$ cat config.mk
export PLATFORM = sky130hd
export DESIGN_NAME = differential_decoder_serial
export DESIGN_NICKNAME = d
export VERILOG_FILES = /design/src/rtl/differential_decoder_serial.sv
export SDC_FILE = /design/constraint.sdc
export NUM_CORES = 1
export LEC_CHECK = 0
export CAP_MARGIN = 15
export CELL_PAD_IN_SITES_DETAIL_PLACEMENT = 1
export CELL_PAD_IN_SITES_GLOBAL_PLACEMENT = 2
export CORE_MARGIN = 1
export CORE_UTILIZATION = 29
export DETAILED_ROUTE_END_ITERATION = 7
export PLACE_DENSITY = 0.84
export SYNTH_ARGS = -nofsm -noshare
export SYNTH_HDL_FRONTEND = slang
export SYNTH_SLANG_ARGS = --single-unit
$ cat constraint.sdc
create_clock -name clk -period 3.1 [get_ports clk]
set_input_delay 0.62 -clock clk [delete_from_list [all_inputs] [get_ports clk]]
set_output_delay 0.62 -clock clk [all_outputs]
set_load 0.1 [all_outputs]
$ cat src/rtl/differential_decoder_serial.sv
// Serial differential word decoder: rebuilds N 2-bit symbols from an encoded word
// as a running mod-4 sum, one symbol per clock, between two valid/ready handshakes.
module differential_decoder_serial #(
  parameter int N = 8
) (
  input  logic           clk,
  input  logic           rst,
  input  logic           in_valid,
  output logic           in_ready,
  input  logic [2*N-1:0] in_word,
  output logic           out_valid,
  input  logic           out_ready,
  output logic [2*N-1:0] out_word,
  output logic           busy
);

  localparam int DATA_W = 2 * N;
  localparam int KW     = $clog2(N + 1);

  typedef enum logic [1:0] {IDLE, RUN, DONE} state_t;

  state_t             state, state_next;
  logic [DATA_W-1:0]  word;
  logic [1:0]         acc;
  logic [KW-1:0]      k;
  logic [1:0]         d_sym;
  logic [1:0]         s_sym;
  logic               last;

  // Two-bit add; the carry out is dropped by design, giving the mod-4 wrap.
  function automatic logic [1:0] add_mod4(input logic [1:0] a, input logic [1:0] b);
    return a + b;
  endfunction

  always_comb begin
    d_sym = 2'b00;
    for (int i = 0; i < N; i++) begin
      if (k == KW'(i)) d_sym = word[2*(N-1-i) +: 2];
    end
    s_sym = add_mod4(acc, d_sym);
    last  = (k == KW'(N - 1));
  end

  always_comb begin
    state_next = state;
    case (state)
      IDLE:    if (in_valid) state_next = RUN;
      RUN:     if (last) state_next = DONE;
      DONE:    if (out_ready) state_next = IDLE;
      default: state_next = IDLE;
    endcase
  end

  assign in_ready  = (state == IDLE);
  assign out_valid = (state == DONE);
  assign busy      = (state != IDLE);

  always_ff @(posedge clk) begin
    if (rst) begin
      state    <= IDLE;
      word     <= '0;
      acc      <= 2'b00;
      k        <= '0;
      out_word <= '0;
    end else begin
      state <= state_next;
      case (state)
        IDLE: begin
          if (in_valid) begin
            word <= in_word;
            acc  <= 2'b00;
            k    <= '0;
          end
        end
        RUN: begin
          acc <= s_sym;
          k   <= last ? '0 : k + KW'(1);
          // Only symbol k is written; the rest keep whatever they held.
          for (int i = 0; i < N; i++) begin
            if (k == KW'(i)) out_word[2*(N-1-i) +: 2] <= s_sym;
          end
        end
        default: ;
      endcase
    end
  end

endmodule

### Yosys cells after proc, flatten, opt, wreduce, memory -nomap -nowiden

Index checks and enable logic that the tools add are counted.

* $add $sub $neg: 2
* eq/ne operators: 12
* mux-type cells: 17
* reduce and logical (&&, ||, !) cells: 15

Operators with widths (count)
* 2-bit 2-to-1 mux: 12
* 2-bit AND reduction: 10
* 4-bit by 3-bit == test with 1-bit output (second input constant): 4
* 4-bit by 2-bit == test with 1-bit output (second input constant): 2
* 4-bit 2-to-1 mux: 2
* 4-bit one-hot mux with 2 select lines: 1
* 2-bit one-hot mux with 3 select lines: 1
* 4-bit by 1-bit adder with 4-bit output (second input constant): 1
* 4-bit by 1-bit == test with 1-bit output (second input constant): 1
* 4-bit zero test: 1
* 2-bit inequality test (second input constant): 2
* 2-bit one-hot mux with 2 select lines: 1
* 2-bit nonzero test: 2
* 3-bit AND reduction: 1
* 2-bit adder: 1
* 2-bit by 1-bit == test with 1-bit output (second input constant): 1
* 2-bit == test (second input constant): 1
* 2-bit zero test: 1
* 2-bit by 1-bit inequality test with 1-bit output (second input constant): 1

* flip-flop bits (word level): 40
* logic and storage cells: 58

### Depth between registers and ports, before layout

* depth after elaboration: 11
* mapped depth: 14

### Worst setup path after synthesis

Ideal clock, no wire load.

* kind: reg-to-output
* from: reg state[0]
* to: out busy
* data arrival time: 2672 ps
* required time: 2480 ps
* path slack: -192 ps
* cell stages (with the launch flop): 3
* buffers on the path: 0
* path through: dfxtp_1 -> nor2_1 -> inv_1

* cells in the longest elaborated chain, start to end: 1

RTL lines
* start, declared: line 22 `state_t state, state_next;`
* start signal, assigned: line 66 `state <= state_next;`
* 2-bit nonzero test: line 56 `assign busy = (state != IDLE);`
* end, declared: line 14 `output logic busy`

No other way between the ends.

### Worst setup path in the final report

* from: reg k[1]
* to: reg out_word[5]

* cells in the longest elaborated chain, start to end: 10
* elaborated cells on any way between the ends: 18

RTL lines
* start, declared: line 25 `logic [KW-1:0] k;`
* start signal, assigned: line 77 `k <= last ? '0 : k + KW'(1);`
* 4-bit zero test: line 38 `if (k == KW'(i)) d_sym = word[2*(N-1-i) +: 2];`
* 2-bit 2-to-1 mux (8 in a row): line 38
* 2-bit adder: line 32 `return a + b;`
* end signal, assigned by index: line 80 `if (k == KW'(i)) out_word[2*(N-1-i) +: 2] <= s_sym;`
* end, declared: line 13 `output logic [2*N-1:0] out_word,`

Parallel ways exist; a longest one is shown, timed or not.
A chain may end at the register's enable or synchronous reset.

==> metrics <==
Max Fanout on Critical Path=6; latest clock arrival within the worst-skew pair=0.30 ns; Max-Cap Viols=0; Post-Syn Area=2020 µm²; largest net degree at the start of global routing=22; measured slew at the worst slew-check pin=0.631 ns; vias in the first global route=1882; vias=1918; RR Startpoint=k[1]; Final Cycle Share=90.8%; cells on worst reg2reg path=13; WP data required=3.27 ns; via density per instance=5.09; Slew HR=57.9%; register area share after synthesis=39.7%; count of final setup violators=0; Nets=321; RSZ-0062 raised after global routing=no; f_max=355 MHz; outcome=finished clean; Startpoint Class=flop; end of the critical path=out_word[5]; clock skew=0.0126 ns; DRC viols=0; Netlist cell types=38; IO Pins=39; Yosys warning total=0; post-route insts no fill=377; CTS tree=built; Die Y-Extent=85.4 µm; clk sinks=40; CP Capture Type=flop; antenna violations before repair=0; Setup CP Type=flop to flop; Mean Syn Cell Area=7.78 µm²; Final Max Slew Viols=0; final wirelength=5.56 mm; Placer Congestion=0.817; #FFs+latches synth=40; 1st-pass router iterations=4; postcts setup bufs=0; Lkg Pwr=0.000942 µW; r2r setup slk=0.28 ns; syn_nets=284; Hold Slack=0.454 ns; FP Rows=30; WL per Instance=14.8 µm; Worst path max stage delay=0.41 ns; post-cts resize count=0; Die Area=7290 µm²; Hold Crit Class=flop to flop; area growth from synthesis to layout=26.3%; GRT overflow=0; Die X=85.4 µm; placed cell count=369; Arr. time, crit path=2.99 ns; fraction of layout cells with a size suffix above 1=13.8%; Initial DRC Count=67; Ant. Diodes=0; Critical path origin=k[1]; fin crit period=2.82 ns; cts hold-fix bufs=0; Synth area leader=dfxtp_1; setup TNS=0 ns; Buffers on Ports=38; top cell type's share of synthesized area=39.7%; Final Hold Viols=0; global-route usage over all layers=16.4%; clock-pin slew on the worst setup and hold paths=0.09 ns; first-pass GRT wire length=9.40 mm; worst vdd ir=0.180 mV; core area=6760 µm²; Pwr Density=451 nW/µm²; # H-tree levels=2; CTS Root Buffer Type=clkbuf_8; Slowest-stage cell, CP=dfxtp_1; crit-path cells=inv_1, ha_1, nand3b_1, a21o_1, a21oi_1, o21ai_0, a22oi_1, ha_1, xor2_1, xnor2_1, nor3_1, a21oi_1, o221ai_1; Starting Density=29.8%; Synth area leaders=dfxtp_1, nand2_1, a21oi_1; Final HPWL DP=3.99 mm; Final ANT Viol Nets=0; CTS buffer count=5; clock buffer depth=2; R2R Path End=out_word[5]; Cells after Synth=259
==> cells in the mapped netlist (all sizes together) <==
| cell type | n |
|---|---|
| and3 | 1 |
| a211o | 1 |
| inv | 7 |
| a311o | 1 |
| nor3 | 10 |
| ha | 5 |
| a221oi | 1 |
| clkbuf | 12 |
| o2111ai | 4 |
| nor2b | 5 |
| nand2 | 58 |
| o221ai | 3 |
| o311ai | 4 |
| nand3 | 11 |
| a22oi | 1 |
| nand3b | 10 |
| o21ai | 10 |
| or2 | 1 |
| or3 | 5 |
| and2 | 1 |
| dfxtp | 40 |
| buf | 5 |
| a21oi | 41 |
| xor2 | 2 |
| nor2 | 7 |
| and4bb | 1 |
| nor4 | 2 |
| a21o | 1 |
| xnor2 | 3 |
| mux2i | 2 |
| nand2b | 3 |
| and2b | 1 |
==> worst min path at each step <==
| stage | startpoint | depth (start not counted) | slack [ns] | end |
|---|---|---|---|---|
| after detailed placement | word[3] | 2 | 0.45 | word[3] |
| final | word[3] | 2 | 0.45 | word[3] |
| after CTS | word[3] | 2 | 0.46 | word[3] |
| after global routing | word[11] | 2 | 0.48 | word[11] |
| after floorplan | word[3] | 2 | 0.43 | word[3] |
| after global placement | out_word[6] | 2 | 0.44 | out_word[6] |
==> per-layer routing <==
layer,track usage (%),vias up,wire [µm]
li1,-,978,-
met1,21.3,902,2690
met3,3.50,5,175
met2,27.6,33,2630
met4,4.55,0,59
met5,0,-,0
==> power by group <==
| part | switching [µW] | internal, µW |
|---|---|---|
| sequential | 12.6 | 530 |
| combinational | 109 | 64.4 |
| clock | 192 | 239 |
==> placed cells by master (no fill, tap or decap), types with 7 or more instances in the layout <==
| cell | count |
|---|---|
| clkdlybuf4s50_1 | 19 |
| a21oi_1 | 41 |
| nor3_1 | 9 |
| buf_4 | 28 |
| dfxtp_1 | 40 |
| nand3b_1 | 10 |
| o21ai_0 | 9 |
| inv_1 | 7 |
| nand3_1 | 11 |
| nand2_1 | 58 |
==> state kept, by name (all words and copies together) (netlist names) <==
name,flops
out_word,16
k,4
word,16
acc,2
state,2
==> logic make-up (layout without fill, tap and decap cells) <==
logic type / Yosys count / after routing / share of synthesized area [%]
adder cells (fa/ha/maj): 5 / 5 / 3.10
buffers and inverters: 24 / 62 / 5.28
AND/OR/NAND/NOR: 116 / 116 / 28.1
flip-flops: 40 / 40 / 39.7
multiplexers: 2 / 2 / 0.993
AO/OA/AOI/OAI: 67 / 67 / 20.6
XOR/XNOR: 5 / 5 / 2.17
==> area by class of cell <==
| type | count | area, µm² |
|---|---|---|
| Fill cell | 833 | 4210 |
| Multi-Input combinational cell | 195 | 1110 |
| Sequential cell | 40 | 801 |
| Timing Repair Buffer | 47 | 400 |
| Tap cell | 80 | 100 |
| Clock buffer | 6 | 72.6 |
| Clock inverter | 2 | 35.0 |
| Inverter | 7 | 26.3 |
==> stage by stage <==
step / area (µm²) / setup WS, ns / util [%] / total power [µW]
2_1_floorplan: 2020 / 0.457 / - / 664
3_3_place_gp: 2440 / 0.441 / 36.1 / 728
3_5_place_dp: 2440 / 0.295 / 36.1 / 731
4_1_cts: 2550 / 0.281 / 37.7 / 1160
5_1_grt: 2550 / 0.0250 / 37.7 / 1200
6_report: 2550 / 0.285 / 37.7 / 1150
==> critical path: cells and delay by family, from the launching register on <==
family | cells | cell delay (ns)
AOI/OAI and AO/OA | 6 | 0.88
xor gates and xnor gates | 2 | 0.52
adders and majority gates | 2 | 0.52
buffers and inverters | 1 | 0.09
DFF | 1 | 0.41
and+or+nand+nor | 2 | 0.27
Note: power is estimated with default switching activity, not from simulation.
